### src/rtl/imm_gen_pipe.sv
// imm_gen_pipe: pipelined immediate generator for the decode stage.
// Extracts and extends I/S/B/J/U/SHAMT/ZIMM immediates to XLEN bits and
// registers each result behind a valid/ready handshake. A one-entry skid
// register absorbs the request that arrives while the output stalls.
// Because of the skid register, in_ready is a pure register and has no
// combinational path from out_ready. A saturating counter records how many
// reserved-format requests were accepted.
module imm_gen_pipe #(
    parameter int XLEN  = 32,
    parameter int TAG_W = 8
) (
    input  logic             clk,
    input  logic             rst_n,
    input  logic             flush,
    input  logic             in_valid,
    output logic             in_ready,
    input  logic [31:0]      in_ins,
    input  logic [2:0]       in_fmt,
    input  logic [TAG_W-1:0] in_tag,
    output logic             out_valid,
    input  logic             out_ready,
    output logic [XLEN-1:0]  out_imm,
    output logic [TAG_W-1:0] out_tag,
    output logic             out_fmt_err,
    output logic [7:0]       err_count
);

    localparam logic [2:0] FMT_I     = 3'b000;
    localparam logic [2:0] FMT_S     = 3'b001;
    localparam logic [2:0] FMT_B     = 3'b010;
    localparam logic [2:0] FMT_J     = 3'b011;
    localparam logic [2:0] FMT_U     = 3'b100;
    localparam logic [2:0] FMT_SHAMT = 3'b101;
    localparam logic [2:0] FMT_ZIMM  = 3'b110;
    localparam logic [2:0] FMT_RSV   = 3'b111;

    // Sign-extending formats start from a word filled with ins[31], and
    // each case then overwrites the low bits it defines.
    function automatic logic [XLEN-1:0] gen_imm(input logic [31:0] ins,
                                                input logic [2:0]  fmt);
        logic [XLEN-1:0] imm;
        imm = {XLEN{ins[31]}};
        case (fmt)
            FMT_I:     imm[11:0] = ins[31:20];
            FMT_S:     imm[11:0] = {ins[31:25], ins[11:7]};
            FMT_B:     imm[12:0] = {ins[31], ins[7], ins[30:25], ins[11:8], 1'b0};
            FMT_J:     imm[20:0] = {ins[31], ins[19:12], ins[20], ins[30:21], 1'b0};
            FMT_U:     imm[31:0] = {ins[31:12], 12'h000};
            FMT_SHAMT: begin
                // RV64 shift amounts use six bits; RV32 uses five.
                imm      = {XLEN{1'b0}};
                imm[5:0] = {((XLEN == 64) ? ins[25] : 1'b0), ins[24:20]};
            end
            FMT_ZIMM:  begin
                imm      = {XLEN{1'b0}};
                imm[4:0] = ins[19:15];
            end
            default:   imm = {XLEN{1'b0}};
        endcase
        return imm;
    endfunction

    logic             out_valid_q,   out_valid_d;
    logic [XLEN-1:0]  out_imm_q,     out_imm_d;
    logic [TAG_W-1:0] out_tag_q,     out_tag_d;
    logic             out_err_q,     out_err_d;
    logic             skid_valid_q,  skid_valid_d;
    logic [XLEN-1:0]  skid_imm_q,    skid_imm_d;
    logic [TAG_W-1:0] skid_tag_q,    skid_tag_d;
    logic             skid_err_q,    skid_err_d;
    logic             in_ready_q,    in_ready_d;
    logic [7:0]       err_cnt_q,     err_cnt_d;

    logic             accept_s;
    logic             drain_s;
    logic [XLEN-1:0]  new_imm_s;
    logic             new_err_s;

    assign accept_s  = in_valid && in_ready_q && !flush;
    assign drain_s   = out_valid_q && out_ready;
    assign new_imm_s = gen_imm(in_ins, in_fmt);
    assign new_err_s = (in_fmt == FMT_RSV);

    // Next-state for output/skid registers, ready flag and error counter.
    always_comb begin
        out_valid_d  = out_valid_q;
        out_imm_d    = out_imm_q;
        out_tag_d    = out_tag_q;
        out_err_d    = out_err_q;
        skid_valid_d = skid_valid_q;
        skid_imm_d   = skid_imm_q;
        skid_tag_d   = skid_tag_q;
        skid_err_d   = skid_err_q;

        if (flush) begin
            out_valid_d  = 1'b0;
            skid_valid_d = 1'b0;
        end else if (drain_s && skid_valid_q) begin
            // in_ready is low while skid is full, so no accept can coincide.
            out_valid_d  = 1'b1;
            out_imm_d    = skid_imm_q;
            out_tag_d    = skid_tag_q;
            out_err_d    = skid_err_q;
            skid_valid_d = 1'b0;
        end else if (accept_s) begin
            if (!out_valid_q || drain_s) begin
                out_valid_d = 1'b1;
                out_imm_d   = new_imm_s;
                out_tag_d   = in_tag;
                out_err_d   = new_err_s;
            end else begin
                skid_valid_d = 1'b1;
                skid_imm_d   = new_imm_s;
                skid_tag_d   = in_tag;
                skid_err_d   = new_err_s;
            end
        end else if (drain_s) begin
            out_valid_d = 1'b0;
        end else begin
            out_valid_d = out_valid_q;
        end

        in_ready_d = !skid_valid_d;

        if (accept_s && new_err_s && (err_cnt_q != 8'hFF)) begin
            err_cnt_d = err_cnt_q + 8'd1;
        end else begin
            err_cnt_d = err_cnt_q;
        end
    end

    // State registers; async reset empties both entries and clears the counter.
    always_ff @(posedge clk or negedge rst_n) begin
        if (!rst_n) begin
            out_valid_q  <= 1'b0;
            out_imm_q    <= {XLEN{1'b0}};
            out_tag_q    <= {TAG_W{1'b0}};
            out_err_q    <= 1'b0;
            skid_valid_q <= 1'b0;
            skid_imm_q   <= {XLEN{1'b0}};
            skid_tag_q   <= {TAG_W{1'b0}};
            skid_err_q   <= 1'b0;
            in_ready_q   <= 1'b1;
            err_cnt_q    <= 8'd0;
        end else begin
            out_valid_q  <= out_valid_d;
            out_imm_q    <= out_imm_d;
            out_tag_q    <= out_tag_d;
            out_err_q    <= out_err_d;
            skid_valid_q <= skid_valid_d;
            skid_imm_q   <= skid_imm_d;
            skid_tag_q   <= skid_tag_d;
            skid_err_q   <= skid_err_d;
            in_ready_q   <= in_ready_d;
            err_cnt_q    <= err_cnt_d;
        end
    end

    assign in_ready    = in_ready_q;
    assign out_valid   = out_valid_q;
    assign out_imm     = out_imm_q;
    assign out_tag     = out_tag_q;
    assign out_fmt_err = out_err_q;
    assign err_count   = err_cnt_q;

endmodule

### config.mk
export PLATFORM = sky130hd
export DESIGN_NAME = imm_gen_pipe
export DESIGN_NICKNAME = d
export VERILOG_FILES = /design/src/rtl/imm_gen_pipe.sv
export SDC_FILE = /design/constraint.sdc
export NUM_CORES = 1
export LEC_CHECK = 0
export ABC_CLOCK_PERIOD_IN_PS = 4510
export BUFFER_PORTS_ARGS = -buffer_cell sky130_fd_sc_hd__buf_2
export CORE_ASPECT_RATIO = 1.1
export CORE_MARGIN = 5
export CORE_UTILIZATION = 50
export CTS_CLUSTER_SIZE = 10
export DETAILED_ROUTE_END_ITERATION = 10
export PLACE_DENSITY = 0.74
export SLEW_MARGIN = 20
export SYNTH_ARGS = -nofsm -noshare
export SYNTH_HDL_FRONTEND = slang
export SYNTH_SLANG_ARGS = --single-unit
### constraint.sdc
create_clock -name clk -period 4.51 [get_ports clk]
set_input_delay 1.1275 -clock clk [delete_from_list [all_inputs] [get_ports clk]]
set_output_delay 1.1275 -clock clk [all_outputs]
set_load 0.02 [all_outputs]
Word level (Yosys, flattened, before mapping) --
Cells that the tools add are included.
Cells by class: bitwise logic cells 3, $add $sub $neg 1, muxes and demuxes 22, reductions and logical operators 20, equal/unequal tests 9
Operators by type and width (number):
- $mux W32 | 3
- $pmux W12 S6 | 1
- $mux W8 | 3
- $pmux W8 S3 | 1
- $pmux W11 S2 | 1
- $eq A3 B3 Y1 const B | 4
- $mux W1 | 12
- $add A8 B1 Y8 const B | 1
- $ne A8 B8 Y1 const B | 1
- $eq A3 B2 Y1 const B | 2
- $logic_and A1 B1 Y1 | 6
- $ne A4 B2 Y1 const B | 1
- $reduce_and A4 Y1 | 1
- $reduce_bool A2 Y1 | 2
- $reduce_bool A4 Y1 | 1
- $reduce_or A4 Y1 | 1
- $eq A3 B1 Y1 const B | 1
- $logic_not A1 Y1 | 3
- $logic_not A3 Y1 | 1
- $not A1 Y1 | 3
- $reduce_and A3 Y1 | 1
- $reduce_or A3 Y1 | 1
- $pmux W1 S2 | 1
- $reduce_and A2 Y1 | 1
- other kinds (2) | 2
Storage, ports and cells: input port bits 48, logic and storage cells 65, flip-flop bits (word level) 93, output and inout bits 51

Longest topological paths before layout --
Gate-level depths: netlist of the first run.
word-level depth 7, mapped depth 7, gate-level depth less buffers 5

Least setup slack after synthesis of the first run --
No wires, ideal clock.
kind input -> register, start input port in_fmt[0], end register err_cnt_q[7], in the netlist err_count[7], setup slack 2.023 ns, data required time 4.382 ns, arrival 2.360 ns, path buffers 2, library setup time 0.128 ns, stages 6, cells stage by stage buf_4 -> nand3_2 -> or3_1 -> buf_4 -> nor4_4 -> mux2_1
Between the ends: cells in the longest elaborated chain, start to end 3
RTL lines:
- start: declaration | line 18 | input logic [2:0] in_fmt,
- $eq A3 B3 Y1 | line 82 | assign new_err_s = (in_fmt == FMT_RSV);
- $logic_and A1 B1 Y1 (2 in a row) | line 125 | if (accept_s && new_err_s && (err_cnt_q != 8'hFF)) begin
- end signal: assignment | line 155 | err_cnt_q <= err_cnt_d;
- end: declaration | line 72 | logic [7:0] err_cnt_q, err_cnt_d;
No other way between the ends. A chain may end at the register's enable or synchronous reset.

Worst setup path in the final report of the first run --
start input port in_fmt[2], end register err_cnt_q[7], in the netlist err_count[7]
The elaborated chain is that of the path after synthesis.

==> results of run 1 <==
-- layer usage --
layer  vias to the layer above  routed length [um]  GRT usage
met1                      1787                4887     0.2899
met2                       128                4821     0.3059
li1                       1821                   -          -
met5                         -                   0          0
met4                         0                 157    0.06449
met3                        13                 801    0.05950
-- flip-flops by register name (all words and copies together), names as in the netlist --
register	cells
err_count	8
in_ready	1
out_fmt_err	1
out_imm	32
out_tag	8
out_valid	1
skid_err_q	1
skid_imm_q	32
skid_tag_q	8
skid_valid_q	1
-- worst min path at each step --
stage                                          from  cells past startpoint                   endpoint  slack, ns
after floorplan           skid_tag_q[0]$_DFFE_PN0P_                      2  skid_tag_q[0]$_DFFE_PN0P_       0.45
after global placement    skid_tag_q[4]$_DFFE_PN0P_                      2  skid_tag_q[4]$_DFFE_PN0P_       0.46
after detailed placement  skid_tag_q[4]$_DFFE_PN0P_                      2  skid_tag_q[4]$_DFFE_PN0P_       0.46
after CTS                 skid_imm_q[6]$_DFFE_PN0P_                      2  skid_imm_q[6]$_DFFE_PN0P_       0.48
after global routing      skid_imm_q[6]$_DFFE_PN0P_                      2  skid_imm_q[6]$_DFFE_PN0P_       0.50
final                     skid_imm_q[9]$_DFFE_PN0P_                      2  skid_imm_q[9]$_DFFE_PN0P_       0.48
-- cell families (layout without fill, tap and decap cells) --
logic type      after synthesis  after routing  synth area share
xor+xnor                      6              6           0.01343
buf+inv                      42            115           0.04002
mux                          24             24           0.05905
flops                        93             93            0.5209
compound gates              113            113            0.1413
simple gates                215            215            0.2225
fa+ha+maj                     1              1          0.002798
-- cells in the final DEF, fill, tap and decap left out, types with 3 or more instances in the layout --
cell type	synthesis	final
nand2_1	111	111
buf_4	3	7
mux2_2	18	18
inv_1	3	3
nand3b_1	14	14
nand2b_1	4	4
nand3_1	28	27
o21ai_0	35	35
a31oi_1	9	9
mux2i_1	5	5
nor3b_1	8	8
a22oi_1	4	4
nor3_1	4	3
clkbuf_8	0	9
nor2_1	34	34
dfrtp_1	92	92
xor2_1	5	5
nor2b_1	3	3
a21oi_1	48	48
buf_2	8	90
o211ai_1	13	13
-- cell type report --
cell class                 instances  area, sq um
multi-input combinational        359         1976
clock inverter                     5        37.54
sequential                        93         2328
tap                              114        142.6
inverter                           3        11.26
clock buffer                      10        127.6
fill                             810         3657
timing repair buffer              97        503.0
-- synth_stat cells, types with 2 or more instances --
master      n
a21oi_1    48
a22oi_1     4
a31oi_1     9
and3_1      2
buf_2       8
buf_4       3
clkbuf_1   27
dfrtp_1    92
inv_1       3
mux2_2     18
mux2i_1     5
nand2_1   111
nand2b_1    4
nand3_1    28
nand3b_1   14
nor2_1     34
nor2b_1     3
nor3_1      4
nor3b_1     8
o211ai_1   13
o21ai_0    35
or3_1       2
xor2_1      5
-- worst reg2reg max path: stages (launching register included) --
cell and delay (ns):
dfstp_2 0.55, a22o_1 0.16, and3_2 0.18, buf_4 0.41
nand2_1 0.49, o211ai_1 0.34
-- power breakdown --
part	switching, mW	internal [mW]	leakage [nW]
sequential	0.0886	0.987	1.19
clock	0.299	0.199	0.0787
combinational	0.292	0.175	1.22
total	0.680	1.36	2.48
-- per-stage QoR --
| stage | total power, mW | instances | setup slack, ns |
|---|---|---|---|
| after floorplan | 1.381 | 494 | 2.023 |
| after global placement | 1.540 | 666 | 1.571 |
| after detailed placement | 1.564 | 666 | 1.517 |
| after CTS | 2.066 | 681 | 1.928 |
| after global routing | 2.168 | 681 | 1.793 |
| final | 2.041 | 681 | 1.913 |
==> results_dict.tcl, run 1 <==
set metrics [dict create \
    grt_pass1_vias 3533 \
    power_leakage_nw 2.483 \
    rr_startpoint "in_ready$_DFF_PN1_" \
    drt-total-wl_mm 10.67 \
    routabilityCongestion 0.7783 \
    cts-resized-gates 0 \
    cts_max_path_buffers 2 \
    grt_max_degree 78 \
    die_h_um 109.2 \
    yosys_warnings 0 \
    postCtsSetupBuffers 0 \
    cp-end-kind "flip-flop" \
    drt-pass1-iter-count 5 \
    yosysUniqueCellTypes 37 \
    fmax_mhz 385.1 \
    relSlewSlack 0.2923 \
    period_share 0.5758 \
    synth_flop_cell "dfrtp_1" \
    cts_inserted_buffers 9 \
    slowest_stage "or3_1" \
    setup-violations-final 0 \
    critPathBufInv 2 \
    synth_area_leader_cell "dfrtp_1" \
    synth_top_area_frac 0.5150 \
    tightest_slew_ns 1.062 \
    slew_violations 0 \
    path_cells "buf_2, buf_4, nand3_2, or3_1, nor4_4, mux2_1" \
    fin_setup_tns_ns 0 \
    fin_nets 612 \
    diodes 0 \
    critPathLaunchType "primary input" \
    io_pins 99 \
    synth_cells 494 \
    drc_errors 0 \
    row_count 36 \
    ys_top_cells_by_area "dfrtp_1 51%, nand2_1 9.3%, a21oi_1 5.4%" \
    holdCritPathClass "reg2reg" \
    synth_nets 543 \
    r2r_slack_ns 2.30 \
    critical_path.top_delay_family "simple AND/OR/NAND/NOR gates" \
    synth_edf_count 0 \
    dr.first_iter.drc_count 265 \
    arrival_ns 2.85 \
    cts_tree "built" \
    cts_root_buffer "clkbuf_8" \
    area_growth_syn_to_layout_pct 14.67 \
    dpl.hpwl_mm 7.174 \
    critical_path.max_fanout 40 \
    hold-worst-slack_ns 0.4801 \
    dieArea_sq_um 10930 \
    outcome "finished clean" \
    required_ns 4.77 \
    postRouteAntennaNets 0 \
    h-tree-depth 3 \
    placed_area_sq_um 4956 \
    die_w_um 100.2 \
    clk_pin_slew_worst_paths_ns 0.08 \
    grt_pass1_wl_mm 17.62 \
    core-area_sq_um 8783 \
    insertion_delay_ns 0.38 \
    overflow 0 \
    drive_gt1_frac 0.2451 \
    cts-hold-fix-buffers 0 \
    drt-wirelength-per-cell_um 15.67 \
    clock_sinks 93 \
    synth-seq-cells 93 \
    initial_core_util 0.5090 \
    finish.utilization 0.5836 \
    rsz0062_at_grt "false" \
    routed-via-count 3749 \
    crit_start "in_fmt[2]" \
    worst_r2r_endpoint "out_imm[13]$_DFFE_PN0P_" \
    cp-endpoint "err_count[7]$_DFFE_PN0P_" \
    reg2reg_depth 5 \
    maxCapViolations 0 \
    p_per_area_nw_per_um2 398.1 \
    viasPerCell 5.505 \
    synth_area_sq_um 4471 \
    peakVddDrop_mv 0.1858 \
    final_area_sq_um 5126 \
    portBuffers 91 \
    antenna_found_initial 0 \
    worstSetupPathType "in2reg" \
    skew_ns 0.007772 \
    fin_crit_ns 2.597 \
    seq_area_frac_synth 0.5209 \
    grt_usage 0.2052 \
    critPathMaxStageDelay_ns 0.49 \
    cp.depth 6 \
    hold_viol 0 \
    async_reset_ff_frac 1.000 \
    syn_avg_cell_area_sq_um 9.050 \
]
No activity file was read; power rests on OpenSTA's default activity.
==> run 2, diff against run 1 <==
--- a/config.mk
+++ b/config.mk
@@ -5,7 +5,7 @@
 export SDC_FILE = /design/constraint.sdc
 export NUM_CORES = 1
 export LEC_CHECK = 0
-export ABC_CLOCK_PERIOD_IN_PS = 4510
+export ABC_CLOCK_PERIOD_IN_PS = 2700
 export BUFFER_PORTS_ARGS = -buffer_cell sky130_fd_sc_hd__buf_2
 export CORE_ASPECT_RATIO = 1.1
 export CORE_MARGIN = 5
==> constraint.sdc (replaced) <==
create_clock -name clk -period 2.7 [get_ports clk]
set_input_delay 0.675 -clock clk [delete_from_list [all_inputs] [get_ports clk]]
set_output_delay 0.675 -clock clk [all_outputs]
set_load 0.02 [all_outputs]
==> run 2 against run 1 <==
Effect of this change:
- critical path depth fell by 2
- routed wire length rose by 0.57%
- combinational power rose by 70%
- clock power rose by 82%
- sequential share of layout area fell by 0.97 points
==> results_dict.tcl, run 2 (synthesized netlist as in run 1, its figures left out) <==
set metrics [dict create \
    routed-via-count 3755 \
    fin_crit_ns 1.932 \
    final_common_cell "nand2_1" \
    cp-end-kind "flip-flop" \
    grt_pass1_wl_mm 17.91 \
    critical_path.max_fanout 17 \
    viasPerCell 5.442 \
    hold-worst-slack_ns 0.2749 \
    io_pins 99 \
    routabilityCongestion 0.8057 \
    cts_max_path_buffers 2 \
    clock_sinks 93 \
    skew_ns 0.008366 \
    worstSetupPathType "reg2reg" \
    power_mw 3.500 \
    cts_root_buffer "clkbuf_8" \
    antenna_found_initial 0 \
    setup-violations-final 0 \
    h-tree-depth 3 \
    initial_core_util 0.5090 \
    dr.first_iter.drc_count 285 \
    final.setup.worst_slack_ns 0.7676 \
    p_per_area_nw_per_um2 668.3 \
    overflow 0 \
    peakVddDrop_mv 0.3623 \
    slew_violations 0 \
    hold_viol 0 \
    cts-resized-gates 0 \
    die_h_um 109.2 \
    required_ns 2.98 \
    fill_cells 800 \
    most-common-layout-cells "111 x nand2_1, 92 x dfrtp_1, 90 x buf_2" \
    relSlewSlack 0.6293 \
    clk_pin_slew_worst_paths_ns 0.09 \
    grt_max_degree 60 \
    tightest_slew_ns 0.5518 \
    drive_gt1_frac 0.2569 \
    die_w_um 100.2 \
    arrival_ns 2.21 \
    drt-total-wl_mm 10.73 \
    area_growth_syn_to_layout_pct 17.16 \
    cts_inserted_buffers 9 \
    row_count 36 \
    finish.utilization 0.5963 \
    drt-pass1-iter-count 7 \
    portBuffers 91 \
    drc_errors 0 \
    drt-wirelength-per-cell_um 15.55 \
    insertion_delay_ns 0.37 \
    diodes 0 \
    postRouteAntennaNets 0 \
    cts_tree "built" \
    holdCritPathClass "in2async" \
    multi_input_area_sq_um 1971 \
    grt_pass1_vias 3673 \
    fin_setup_tns_ns 0 \
    cts-hold-fix-buffers 0 \
    postCtsSetupBuffers 0 \
    dpl.hpwl_mm 7.396 \
    place_ws_ns 0.4135 \
    critPathLaunchType "flip-flop" \
    seq_area_sq_um 2328 \
    fmax_mhz 517.5 \
    maxCapViolations 0 \
    grt_usage 0.2082 \
    outcome "finished clean" \
    fin_nets 620 \
    dieArea_sq_um 10930 \
    power_leakage_nw 2.554 \
    rsz0062_at_grt "false" \
    core-area_sq_um 8783 \
    period_share 0.7157 \
]
## run 2: cell types whose count changed in the layout (fill, tap and decap cells not counted), sizes merged
cell,change
buf,+8
clkbuf,+2
clkinv,+2
clkinvlp,-2
inv,-1
## run 2: power by group
part           switching (mW)  leakage [nW]  total, mW  internal, mW
Clock                   0.495         0.103      0.909         0.414
Combinational           0.492          1.26      0.794         0.302
Sequential              0.149          1.19       1.80          1.65
Total                    1.14          2.55       3.50          2.36
## run 2: worst paths after layout
check	cells after the start	slack, ns	end	from
worst max-delay path	4	0.77	out_imm[19]$_DFFE_PN0P_	in_ready$_DFF_PN1_
min in group clk	2	0.48	skid_imm_q[7]$_DFFE_PN0P_	skid_imm_q[7]$_DFFE_PN0P_
worst min register to register	2	0.48	skid_imm_q[7]$_DFFE_PN0P_	skid_imm_q[7]$_DFFE_PN0P_
max in group asynchronous	2	1.76	skid_imm_q[30]$_DFFE_PN0P_	rst_n
worst min-delay path	1	0.27	out_imm[7]$_DFFE_PN0P_	rst_n
worst max register to register	4	0.77	out_imm[19]$_DFFE_PN0P_	in_ready$_DFF_PN1_
## run 2: critical path, cell delays in order (launching register included)
cell and delay, ns:
dfstp_2 0.54, a22o_1 0.14, and3_2 0.44, nand2_1 0.42
o211ai_1 0.31
## run 2: layer usage
metal | up-vias | global-route usage | share of wire
met5 | - | 0 | 0
met1 | 1766 | 0.2845 | 0.45
met4 | 0 | 0.09625 | 0.023
met3 | 21 | 0.03199 | 0.058
met2 | 127 | 0.3272 | 0.47
li1 | 1841 | - | -
## run 2: area by class of cell
class                           count  area share
Clock buffer                       12     0.03153
Clock inverter                      4    0.005972
Inverter                            3    0.002150
Multi-Input combinational cell    359      0.3763
Sequential cell                    93      0.4446
Tap cell                          114     0.02723
Timing Repair Buffer              105      0.1123
## run 2: per-stage QoR
| stage | cells | area (sq um) |
|---|---|---|
| after floorplan | 494 | 4471 |
| after global placement | 674 | 5041 |
| after detailed placement | 674 | 5041 |
| after CTS | 690 | 5238 |
| after global routing | 690 | 5238 |
| final | 690 | 5238 |
==> run 3, diff against run 2 <==
--- a/config.mk
+++ b/config.mk
@@ -5,7 +5,8 @@
 export SDC_FILE = /design/constraint.sdc
 export NUM_CORES = 1
 export LEC_CHECK = 0
-export ABC_CLOCK_PERIOD_IN_PS = 2700
+export ABC_AREA = 1
+export ABC_CLOCK_PERIOD_IN_PS = 1800
 export BUFFER_PORTS_ARGS = -buffer_cell sky130_fd_sc_hd__buf_2
 export CORE_ASPECT_RATIO = 1.1
 export CORE_MARGIN = 5
==> constraint.sdc (replaced) <==
create_clock -name clk -period 1.8 [get_ports clk]
set_input_delay 0.45 -clock clk [delete_from_list [all_inputs] [get_ports clk]]
set_output_delay 0.45 -clock clk [all_outputs]
set_load 0.02 [all_outputs]
==> run 3 against run 2 <==
Effect of this change:
- cell area grew 1.8%
- clock skew grew 0.0013 ns
- clock power grew 67%
- highest routed layer unchanged
- synthesized area grew 1.7%
- via count grew 6.2%
- clock-buffer cell count is the same
- flip-flop and latch count is the same
- synthesized cell count grew 20%
- maximum frequency grew 22%
- sequential share of layout area shrank 0.77 points
- first-iteration DRC count shrank 21%
==> results_dict.tcl, run 3 <==
set metrics [dict create \
    die_h_um 110 \
    synth.most_common_cell "nand2_1" \
    reg2reg_depth 8 \
    r2r_slack_ns 0.21 \
    seq_area_frac_synth 0.5122 \
    drive_gt1_frac 0.2141 \
    critPathMaxStageDelay_ns 0.40 \
    routed-via-count 3987 \
    syn_avg_cell_area_sq_um 7.640 \
    cp-end-kind "flip-flop" \
    setup-violations-final 0 \
    swShare 0.3270 \
    cts_tree "built" \
    worst_r2r_endpoint "err_count[4]$_DFFE_PN0P_" \
    io_pins 99 \
    holdCritPathClass "in2async" \
    outcome "finished clean" \
    synth_flop_cell "dfrtp_1" \
    slowest_stage "dfrtp_1" \
    dp.cells 780 \
    synth_common_cells "231 x nand2_1, 92 x dfrtp_1, 58 x nor2_1" \
    critPathLaunchType "flip-flop" \
    rsz0062_at_grt "false" \
    synth_area_sq_um 4546 \
    initial_core_util 0.5123 \
    crit_start "err_count[1]$_DFFE_PN0P_" \
    finalNonFillerCells 796 \
    overflow 0 \
    period_share 0.8813 \
    power_leakage_nw 3.035 \
    grt_max_degree 58 \
    worstSetupPathType "reg2reg" \
    required_ns 2.06 \
    power_mw 5.609 \
    fin_nets 726 \
    skew_ns 0.009637 \
    area_growth_syn_to_layout_pct 17.26 \
    ys_top_cells_by_area "dfrtp_1 51%, nand2_1 19%, o21ai_0 5.3%" \
    tightest_slew_ns 0.4420 \
    die_w_um 100.9 \
    yosys_warnings 0 \
    fill_cells 856 \
    insertion_delay_ns 0.37 \
    postRouteAntennaNets 0 \
    routabilityCongestion 0.8289 \
    dpl.hpwl_mm 7.532 \
    viasPerCell 5.009 \
    dr.first_iter.drc_count 226 \
    slew_violations 0 \
    critical_path.max_fanout 11 \
    portBuffers 91 \
    arrival_ns 1.85 \
    final.setup.worst_slack_ns 0.2136 \
    dieArea_sq_um 11100 \
    h-tree-depth 3 \
    synth_edf_count 0 \
    final_common_cell "nand2_1" \
    rr_startpoint "err_count[1]$_DFFE_PN0P_" \
    cts-resized-gates 0 \
    hold_viol 0 \
    drt-wirelength-per-cell_um 13.72 \
    yosysUniqueCellTypes 28 \
    postCtsSetupBuffers 0 \
    maxCapViolations 0 \
    p_sw_mw 1.834 \
    cts-hold-fix-buffers 0 \
    core-area_sq_um 8874 \
    fmax_mhz 630.4 \
    synth_area_leader_cell "dfrtp_1" \
    drt-total-wl_mm 10.92 \
    drc_errors 0 \
    path_cells "ha_1, nand3_1, nor2_1, nand3_1, nand2_2, inv_1, nand2_1, nand2_1" \
    relSlewSlack 0.7050 \
    cts_root_buffer "clkbuf_8" \
    seq_power_share 0.494 \
    synth_cells 595 \
    fin_setup_tns_ns 0 \
    grt_pass1_vias 3848 \
    p_int_mw 3.775 \
    diodes 0 \
    cts_inserted_buffers 9 \
    synth_top_area_frac 0.5065 \
    power_frac_comb 0.235 \
    synth_nets 644 \
    grt_usage 0.2048 \
    async_reset_ff_frac 1.000 \
    clock_sinks 93 \
    grt_pass1_wl_mm 18.00 \
    peakVddDrop_mv 0.4534 \
    cts_max_path_buffers 2 \
    drt-pass1-iter-count 7 \
    clk_pin_slew_worst_paths_ns 0.09 \
    place_ws_ns 0.05864 \
    fin_crit_ns 1.586 \
    row_count 36 \
    clockPowerShare 0.271 \
    most-common-layout-cells "230 x nand2_1, 92 x dfrtp_1, 90 x buf_2" \
    antenna_found_initial 0 \
    synth-seq-cells 93 \
    p_per_area_nw_per_um2 1052 \
]
==> run 3: cell types whose count changed in the layout (fill, tap and decap cells not counted), sizes merged, moves of 14 or more <==
cell    before  now
o21ai       35   61
inv          3   49
nand2      111  236
mux2        19    0
nand3b      14    0
nor2        34   68
a21oi       48    4
==> run 3: stage by stage <==
stage | utilization | cell area, sq um | hold WS (ns)
floorplan | - | 4546 | 0.1544
global placement | 0.5756 | 5107 | 0.4186
detailed placement | 0.5756 | 5107 | 0.4270
CTS | 0.6004 | 5328 | 0.01934
global route | 0.6007 | 5330 | 0.02923
finish | 0.6007 | 5330 | 0.01425
==> run 3: worst max path at each step <==
stage,cells past startpoint,to
finish,8,err_count[4]$_DFFE_PN0P_
global route,8,err_count[7]$_DFFE_PN0P_
CTS,8,err_count[4]$_DFFE_PN0P_
detailed placement,10,out_fmt_err$_DFFE_PN0P_
global placement,8,out_imm[24]$_DFFE_PN0P_
floorplan,7,err_count[0]$_DFFE_PN0P_
==> run 3: cell type report <==
type | instances | area, sq um | area share
flip-flops and latches | 93 | 2328 | 0.4369
repair buffers | 100 | 588.1 | 0.1103
inverters | 49 | 183.9 | 0.03451
multi-input cells | 424 | 1867 | 0.3502
clock buffers | 12 | 165.2 | 0.03099
well taps | 114 | 142.6 | 0.02676
clock inverters | 4 | 55.05 | 0.01033
==> run 3: critical path: cells and delay by family, from the launching register on <==
| kind | cells | cell delay (ns) |
|---|---|---|
| and+or+nand+nor | 6 | 0.72 |
| buffers and inverters | 1 | 0.14 |
| adders and majority gates | 1 | 0.23 |
| DFF | 1 | 0.40 |
==> run 3: kinds of logic (layout without fill, tap and decap cells) <==
group / after synthesis / count (layout) / share of synthesized area
adders and majority gates: 1 / 1 / 0.002752
DFF: 93 / 93 / 0.5123
buffers and inverters: 78 / 165 / 0.07872
xor gates and xnor gates: 7 / 7 / 0.01514
AOI/OAI and AO/OA: 76 / 76 / 0.08726
and+or+nand+nor: 340 / 340 / 0.3039
==> run 3: layer usage <==
layer | share of wire | global-route usage | vias up
met2 | 0.47 | 0.3396 | 121
met5 | 0 | 0 | -
met3 | 0.072 | 0.03965 | 14
li1 | - | - | 2011
met4 | 0.017 | 0.06743 | 0
met1 | 0.44 | 0.2714 | 1841
==> run 3: power by group through the flow <==
stage / Clock [mW] / Combinational (mW) / Sequential (mW)
final: 1.52 / 1.32 / 2.77
after global routing: 1.63 / 1.49 / 2.83
after CTS: 1.55 / 1.34 / 2.78
after detailed placement: 0 / 1.33 / 2.82
after global placement: 0 / 1.30 / 2.79
after floorplan: 0 / 0.597 / 3.04
